--- src/rtl/nic_rx_pkg.sv ---
// Shared definitions for the Rx interrupt moderation slice.
//   - register indices of the host write-only register map
//   - one-hot moderator FSM state encodings
//   - reset defaults for the programmable registers
package nic_rx_pkg;

   localparam logic [2:0] RX_REG_ACK    = 3'd0;
   localparam logic [2:0] RX_REG_CTRL   = 3'd1;
   localparam logic [2:0] RX_REG_PERIOD = 3'd2;
   localparam logic [2:0] RX_REG_THRESH = 3'd3;
   localparam logic [2:0] RX_REG_AGE    = 3'd4;
   localparam logic [2:0] RX_REG_CLR    = 3'd5;

   localparam logic [31:0] RX_DEF_PERIOD = 32'd62500;
   localparam logic [31:0] RX_DEF_THRESH = 32'd1;
   localparam logic [31:0] RX_DEF_AGE    = 32'd25000;

   typedef enum logic [2:0] {
      ST_IDLE   = 3'b001,
      ST_ACCUM  = 3'b010,
      ST_ACTIVE = 3'b100
   } rx_state_e;

endpackage

--- src/rtl/rx_irq_moderator_if.sv ---
// Bus bundle between the Rx DMA / host register path and the moderator.
//   commit_valid/commit_frames : frame commit strobe from the Rx DMA
//   reg_wr_en/addr/data        : host register write strobe
//   rx_activity, interrupts_enabled, interrupt_period,
//   pending_frames, ack_err    : moderator status toward the interrupt generator
interface rx_irq_moderator_if #(
   parameter int CNT_W = 32
);
   logic             commit_valid;
   logic [15:0]      commit_frames;
   logic             reg_wr_en;
   logic [2:0]       reg_wr_addr;
   logic [31:0]      reg_wr_data;
   logic             rx_activity;
   logic             interrupts_enabled;
   logic [31:0]      interrupt_period;
   logic [CNT_W-1:0] pending_frames;
   logic             ack_err;

   modport master (
      output commit_valid, commit_frames, reg_wr_en, reg_wr_addr, reg_wr_data,
      input  rx_activity, interrupts_enabled, interrupt_period, pending_frames, ack_err
   );

   modport slave (
      input  commit_valid, commit_frames, reg_wr_en, reg_wr_addr, reg_wr_data,
      output rx_activity, interrupts_enabled, interrupt_period, pending_frames, ack_err
   );
endinterface

--- src/rtl/rx_reg_file.sv ---
// Host register decode for the Rx moderator.
//   clk, reset        : clock, synchronous active-low reset
//   wr_en_i/addr/data : host write strobe
//   ack_stb_o/ack_val_o : combinational ACK strobe and count
//   clr_stb_o         : combinational ack_err clear strobe
//   ctrl_en_o, period_o, thresh_o, age_limit_o : stored registers
module rx_reg_file
   import nic_rx_pkg::*;
#(
   parameter logic [31:0] DEF_PERIOD = RX_DEF_PERIOD,
   parameter logic [31:0] DEF_THRESH = RX_DEF_THRESH,
   parameter logic [31:0] DEF_AGE    = RX_DEF_AGE
) (
   input  logic        clk,
   input  logic        reset,
   input  logic        wr_en_i,
   input  logic [2:0]  wr_addr_i,
   input  logic [31:0] wr_data_i,
   output logic        ack_stb_o,
   output logic [31:0] ack_val_o,
   output logic        clr_stb_o,
   output logic        ctrl_en_o,
   output logic [31:0] period_o,
   output logic [31:0] thresh_o,
   output logic [31:0] age_limit_o
);

   logic        ctrl_q;
   logic [31:0] period_q;
   logic [31:0] thresh_q;
   logic [31:0] age_q;

   assign ack_stb_o = wr_en_i && (wr_addr_i == RX_REG_ACK);
   assign ack_val_o = wr_data_i;
   assign clr_stb_o = wr_en_i && (wr_addr_i == RX_REG_CLR);

   always_ff @(posedge clk) begin
      if (!reset) begin
         ctrl_q   <= 1'b0;
         period_q <= DEF_PERIOD;
         thresh_q <= DEF_THRESH;
         age_q    <= DEF_AGE;
      end else if (wr_en_i) begin
         case (wr_addr_i)
            RX_REG_CTRL:   ctrl_q   <= wr_data_i[0];
            RX_REG_PERIOD: period_q <= wr_data_i;
            RX_REG_THRESH: thresh_q <= wr_data_i;
            RX_REG_AGE:    age_q    <= wr_data_i;
            default: ;
         endcase
      end
   end

   assign ctrl_en_o   = ctrl_q;
   assign period_o    = period_q;
   assign thresh_o    = thresh_q;
   assign age_limit_o = age_q;

endmodule

--- src/rtl/rx_irq_moderator.sv ---
// Rx interrupt moderator: counts frames committed by the Rx DMA against
// frames acknowledged by the host and raises the rx_activity level once
// enough frames are pending or the oldest pending frame has aged out.
//   clk, reset : clock, synchronous active-low reset
//   bus        : commit strobe, host writes in; activity/status out
//
// state     | meaning
// ----------+---------------------------------------------------------
// ST_IDLE   | nothing pending, age counter held at 0
// ST_ACCUM  | frames pending below threshold, age counter running
// ST_ACTIVE | rx_activity asserted until pending drains to 0
module rx_irq_moderator
   import nic_rx_pkg::*;
#(
   parameter int          CNT_W      = 32,
   parameter logic [31:0] DEF_PERIOD = RX_DEF_PERIOD,
   parameter logic [31:0] DEF_THRESH = RX_DEF_THRESH,
   parameter logic [31:0] DEF_AGE    = RX_DEF_AGE
) (
   input  logic clk,
   input  logic reset,
   rx_irq_moderator_if.slave bus
);

   // Wide enough to hold pending + commit and a full 32-bit ACK without loss.
   localparam int SW = CNT_W + 34;

   logic        ack_stb;
   logic [31:0] ack_val;
   logic        clr_stb;
   logic        ctrl_en;
   logic [31:0] period;
   logic [31:0] thresh;
   logic [31:0] age_limit;

   rx_reg_file #(
      .DEF_PERIOD (DEF_PERIOD),
      .DEF_THRESH (DEF_THRESH),
      .DEF_AGE    (DEF_AGE)
   ) u_reg_file (
      .clk         (clk),
      .reset       (reset),
      .wr_en_i     (bus.reg_wr_en),
      .wr_addr_i   (bus.reg_wr_addr),
      .wr_data_i   (bus.reg_wr_data),
      .ack_stb_o   (ack_stb),
      .ack_val_o   (ack_val),
      .clr_stb_o   (clr_stb),
      .ctrl_en_o   (ctrl_en),
      .period_o    (period),
      .thresh_o    (thresh),
      .age_limit_o (age_limit)
   );

   logic [CNT_W-1:0] pending_q, pending_d;
   logic             ack_err_q, ack_err_d;
   logic [31:0]      age_q, age_d;
   rx_state_e        state_q, state_d;

   logic [SW-1:0] sum_w, ack_w, diff_w;
   logic          underflow;
   logic [31:0]   eff_thresh;
   logic          reach, nonzero, age_hit;

   always_comb begin
      sum_w     = SW'(pending_q) + (bus.commit_valid ? SW'(bus.commit_frames) : '0);
      ack_w     = ack_stb ? SW'(ack_val) : '0;
      underflow = ack_w > sum_w;
      diff_w    = sum_w - ack_w;
      if (underflow) begin
         pending_d = '0;
      end else if (diff_w > SW'({CNT_W{1'b1}})) begin
         pending_d = '1;
      end else begin
         pending_d = diff_w[CNT_W-1:0];
      end
      // CLR and ACK share the write port, so they never coincide.
      ack_err_d = clr_stb ? 1'b0 : (ack_err_q | underflow);
   end

   // FSM decisions use the post-update count so activity tracks the strobe
   // with a single cycle of latency.
   always_comb begin
      eff_thresh = (thresh == 32'd0) ? 32'd1 : thresh;
      reach      = SW'(pending_d) >= SW'(eff_thresh);
      nonzero    = pending_d != '0;
      age_hit    = (age_limit != 32'd0) && (age_q == age_limit - 32'd1);

      state_d = state_q;
      case (state_q)
         ST_IDLE: begin
            if (reach)        state_d = ST_ACTIVE;
            else if (nonzero) state_d = ST_ACCUM;
         end
         ST_ACCUM: begin
            if (!nonzero)     state_d = ST_IDLE;
            else if (reach)   state_d = ST_ACTIVE;
            else if (age_hit) state_d = ST_ACTIVE;
         end
         ST_ACTIVE: begin
            if (!nonzero)     state_d = ST_IDLE;
         end
         default:             state_d = ST_IDLE;
      endcase

      // Counter starts at 0 on ACCUM entry and is cleared whenever we leave.
      age_d = ((state_q == ST_ACCUM) && (state_d == ST_ACCUM)) ? age_q + 32'd1 : 32'd0;
   end

   always_ff @(posedge clk) begin
      if (!reset) begin
         pending_q <= '0;
         ack_err_q <= 1'b0;
         age_q     <= 32'd0;
         state_q   <= ST_IDLE;
      end else begin
         pending_q <= pending_d;
         ack_err_q <= ack_err_d;
         age_q     <= age_d;
         state_q   <= state_d;
      end
   end

   assign bus.rx_activity        = (state_q == ST_ACTIVE);
   assign bus.interrupts_enabled = ctrl_en;
   assign bus.interrupt_period   = period;
   assign bus.pending_frames     = pending_q;
   assign bus.ack_err            = ack_err_q;

endmodule

--- src/flat_wrapper.sv ---
// flat-port wrapper written by rule: the top's interface ports become plain ports
module rx_irq_moderator_flat import nic_rx_pkg::*;
#(
   parameter int          CNT_W      = 32,
   parameter logic [31:0] DEF_PERIOD = RX_DEF_PERIOD,
   parameter logic [31:0] DEF_THRESH = RX_DEF_THRESH,
   parameter logic [31:0] DEF_AGE    = RX_DEF_AGE
)
  (clk, reset, bus_commit_valid, bus_commit_frames, bus_reg_wr_en, bus_reg_wr_addr, bus_reg_wr_data, bus_rx_activity, bus_interrupts_enabled, bus_interrupt_period, bus_pending_frames, bus_ack_err);
  rx_irq_moderator_if #(.CNT_W(CNT_W)) bus_i ();
  input  logic clk;
  input  logic reset;
  input wire logic [$bits(bus_i.commit_valid)-1:0] bus_commit_valid;
  input wire logic [$bits(bus_i.commit_frames)-1:0] bus_commit_frames;
  input wire logic [$bits(bus_i.reg_wr_en)-1:0] bus_reg_wr_en;
  input wire logic [$bits(bus_i.reg_wr_addr)-1:0] bus_reg_wr_addr;
  input wire logic [$bits(bus_i.reg_wr_data)-1:0] bus_reg_wr_data;
  output wire logic [$bits(bus_i.rx_activity)-1:0] bus_rx_activity;
  output wire logic [$bits(bus_i.interrupts_enabled)-1:0] bus_interrupts_enabled;
  output wire logic [$bits(bus_i.interrupt_period)-1:0] bus_interrupt_period;
  output wire logic [$bits(bus_i.pending_frames)-1:0] bus_pending_frames;
  output wire logic [$bits(bus_i.ack_err)-1:0] bus_ack_err;
  assign bus_i.commit_valid = bus_commit_valid;
  assign bus_i.commit_frames = bus_commit_frames;
  assign bus_i.reg_wr_en = bus_reg_wr_en;
  assign bus_i.reg_wr_addr = bus_reg_wr_addr;
  assign bus_i.reg_wr_data = bus_reg_wr_data;
  assign bus_rx_activity = bus_i.rx_activity;
  assign bus_interrupts_enabled = bus_i.interrupts_enabled;
  assign bus_interrupt_period = bus_i.interrupt_period;
  assign bus_pending_frames = bus_i.pending_frames;
  assign bus_ack_err = bus_i.ack_err;
  rx_irq_moderator #(.CNT_W(CNT_W), .DEF_PERIOD(DEF_PERIOD), .DEF_THRESH(DEF_THRESH), .DEF_AGE(DEF_AGE)) u_core (.clk(clk), .reset(reset), .bus(bus_i));
endmodule
--- config.mk ---
export PLATFORM = sky130hd
export DESIGN_NAME = rx_irq_moderator_flat
export DESIGN_NICKNAME = d
export VERILOG_FILES = /design/src/rtl/nic_rx_pkg.sv /design/src/rtl/rx_irq_moderator_if.sv /design/src/rtl/rx_reg_file.sv /design/src/rtl/rx_irq_moderator.sv /design/src/flat_wrapper.sv
export SDC_FILE = /design/constraint.sdc
export NUM_CORES = 1
export LEC_CHECK = 0
export ABC_CLOCK_PERIOD_IN_PS = 16760
export CAP_MARGIN = 20
export CORE_MARGIN = 4
export CORE_UTILIZATION = 63
export DETAILED_ROUTE_END_ITERATION = 10
export GPL_TIMING_DRIVEN = 0
export PLACE_DENSITY = 0.95
export RECOVER_POWER = 50
export SLEW_MARGIN = 20
export SYNTH_ARGS = -nofsm -noshare
export SYNTH_HDL_FRONTEND = slang
export SYNTH_HIERARCHICAL = 1
export SYNTH_SLANG_ARGS = --single-unit
--- constraint.sdc ---
create_clock -name clk -period 16.76 [get_ports clk]
set_input_delay 3.352 -clock clk [delete_from_list [all_inputs] [get_ports clk]]
set_output_delay 3.352 -clock clk [all_outputs]
set_load 0.03 [all_outputs]
==> impl_results.md <==
- Final hold vios: 0
- Hold Crit Depth: 2
- Post_cts resized: 0
- Maximum vdd drop: just over 0.1 mV
- R2R Setup Slk: between 7 and 8 ns
- Ys Warns: 6
- Fillers: 1,339
- Worst Tran Pin Value: 0.898 ns
- Cts bufs inserted: 17
- Drt first pass iters: 8
- Worst Setup Start Kind: input pin
- Slew Viols, Final: 0
- Starting Density: 64.3%
- Tmin final: between 10 and 15 ns
- Most frequent cells in the layout: 223 x nand2_1, 165 x dfxtp_1, 102 x mux2i_1
- Vias in the first global route: ~12,000
- Max_slew headroom: 38.6%
- Post-Route Utilization: 75.1%
- Data required time of the worst path: ~17 ns
- Initial antenna violation count: 0
- Grt ovf: 0
- CP max FO: 10
- Library cells used by synthesis: 89
- Crit path top cell by count: o21ai_0
- Mean number of vias per cell: 6.34
- Detailed Place HPWL: 30.7 mm
- Number of synthesized flops with an enable pin: 0
- Final worst slack: 3.37 ns
- Sequential element share of the synthesized area: 26.2%
- CTS tree: yes
- Row Count: 51
- First-pass GRT wire length: approximately 64 mm
- Largest net degree at the start of global routing: 17
- Die height: 149 um
- #FFs+latches synth: 165
- Routed wire length: between 40 and 50 mm
- Final period util: 79.9%
- Cell Pwr Density: 175 nW/um2
- # setup viols final: 0
- Post-route ant nets: 0
- CORE AREA: 19,600 um2
- Antenna Diode Count: 0
- Tot GR Track Use: a little over a third
- Drt initial violations: 1,179
- Ports: 122
- Pleak: 0.00603 uW
- WS Path Type: input pin to flop
- Mapped cell area: 12,600 um2
- Reg clk slew, reported paths: 0.07 ns
- Area growth syn-to-layout: 16.8%
- Max Cap Viol: 0
- TNS Setup: 0 ns
- Worst-skew pair later-pin latency: 0.44 ns
- Unrepaired setup endpoints after global routing: no
- Max clock buf depth: 2
- Post-CTS Setup Bufs: 0
- Die area: roughly 22,000 um2
- Crit path max-delay cell type: a2111oi_0
- Share of layout cells above drive strength 1: between 10% and 20%
- Length in cells of the worst reg-to-reg path: 35
- Slowest Stage Delay on Critical Path: 0.69 ns
- Async S/R FF share, synth: 0%
- CTS H-tree depth: 4
- Post-CTS Hold Fix Bufs: 0
- Post-Syn Area per Cell: about 8.1 um2
- Syn Inst Count: 1,549
- Layout Skew: 0.00888 ns
- Nets@finish: 1,828
- WL/cell: 20.5 um
- Die X: 149 um
- Fmax achieved: 74.7 MHz
- Num Clock Sinks: 165
- PortBufs: 121
- Via count: 12,469
- Place WS: ~3.4 ns
- Status: complete, no violations
- Worst min path class: flop to flop
- Post-route DRC: 0
- Clk root buf: clkbuf_16
- Most used flip-flop cell after synthesis: dfxtp_1
- Most common cell after layout, fill and taps aside: nand2_1
- Syn_nets: roughly 1,700
- CP Capture Type: flop
- Final Wtd Congestion: 0.980
- Crit path DAT: 13.74 ns
[state kept, by name, indices dropped and copies added (netlist names)]
signal                         flops
u_core/bus.ack_err                 1
u_core/u_reg_file/age_limit_o     32
u_core/u_reg_file/thresh_o        32
u_core/u_reg_file/period_o        32
u_core/state_q                     3
u_core/u_reg_file/ctrl_en_o        1
u_core/age_q                      32
u_core/bus.pending_frames         32
[area by class of cell]
cell class / instances / area (um2) / share of cell area, %
buffer: 111 / 733 / 4.98
multi-input combinational: 1196 / 8270 / 56.2
timing repair buffer: 121 / 1210 / 8.23
clock inverter: 12 / 119 / 0.807
clock buffer: 19 / 453 / 3.08
sequential: 165 / 3300 / 22.4
tap: 265 / 332 / 2.25
inverter: 77 / 297 / 2.01
[logic make-up (layout without fill, tap and decap cells)]
family                     Yosys count  in the layout  share of synthesized area [%]
buffers and inverters              188            340                           8.20
DFF                                165            165                           26.2
and+or+nand+nor                    617            617                           26.5
AOI/OAI and AO/OA                  266            266                           13.7
muxes                              102            102                           8.10
xor gates and xnor gates           127            127                           8.83
adders and majority gates           84             84                           8.46
[per-layer routing]
layer | up-vias | track usage (%) | routed length [um]
li1 | 5681 | - | -
met1 | 5864 | 43.8 | 15600
met2 | 720 | 60.3 | 18900
met3 | 204 | 6.72 | 3400
met4 | 0 | 19.0 | 2460
met5 | - | 0.227 | 0
[path summary, 6_finish.rpt]
path	end	startpoint
worst max-delay path	u_core/age_q[7]	bus_commit_valid
worst min-delay path	u_core/u_reg_file/period_o[28]	u_core/u_reg_file/period_o[28]
worst max register to register	u_core/age_q[7]	u_core/bus.pending_frames[1]
worst min register to register	u_core/u_reg_file/period_o[28]	u_core/u_reg_file/period_o[28]
[synth_stat cells, drive strengths merged, types with 3 or more instances]
library cell	count	area, um2
xnor2	68	596
mux2i	102	1020
and3	11	78.8
o21a	16	120
o311ai	3	26.3
nor4b	5	43.8
nand4	27	169
nand2	224	843
nand2b	8	50.1
nor2b	36	225
and2	41	257
a21oi	103	538
a221oi	3	32.5
a21o	22	165
a2111oi	4	36.3
a31oi	12	87.6
nor3	31	160
a211oi	4	35.0
ha	82	1030
clkbuf	29	109
a21boi	3	26.3
dfxtp	165	3300
and4b	3	30.0
nand3	43	225
and4	6	52.6
o211ai	9	67.6
o31a	3	26.3
inv	77	297
or3	8	60.1
xor2	59	517
or4	8	71.3
a211o	3	26.3
nor3b	3	27.5
a31o	3	26.3
o21bai	4	30.0
nand4b	6	52.6
buf	82	628
nor4	52	541
nor2	96	360
o31ai	7	57.6
o21ai	48	244
[critical path, delay by kind of cell]
kind / cells / cell delay [ns]
simple gates: 9 / 2.06
buf+inv: 8 / 2.37
xor+xnor: 1 / 0.17
compound gates: 18 / 5.02
fa+ha+maj: 3 / 0.74
[through the flow]
step	power, uW	hold slack, ns	area [um2]	std cells
finish	2580	0.462	14700	1966
global route	2740	0.485	14700	1966
CTS	2530	0.463	14700	1966
detailed placement	2100	0.451	14200	1935
global placement	2060	0.444	14100	1935
floorplan	1670	0.437	12600	1549
[power by group]
part	internal, uW	switching (uW)
clock	214	174
combinational	648	1060
sequential	435	44.6
No activity file was read; power rests on OpenSTA's default activity.
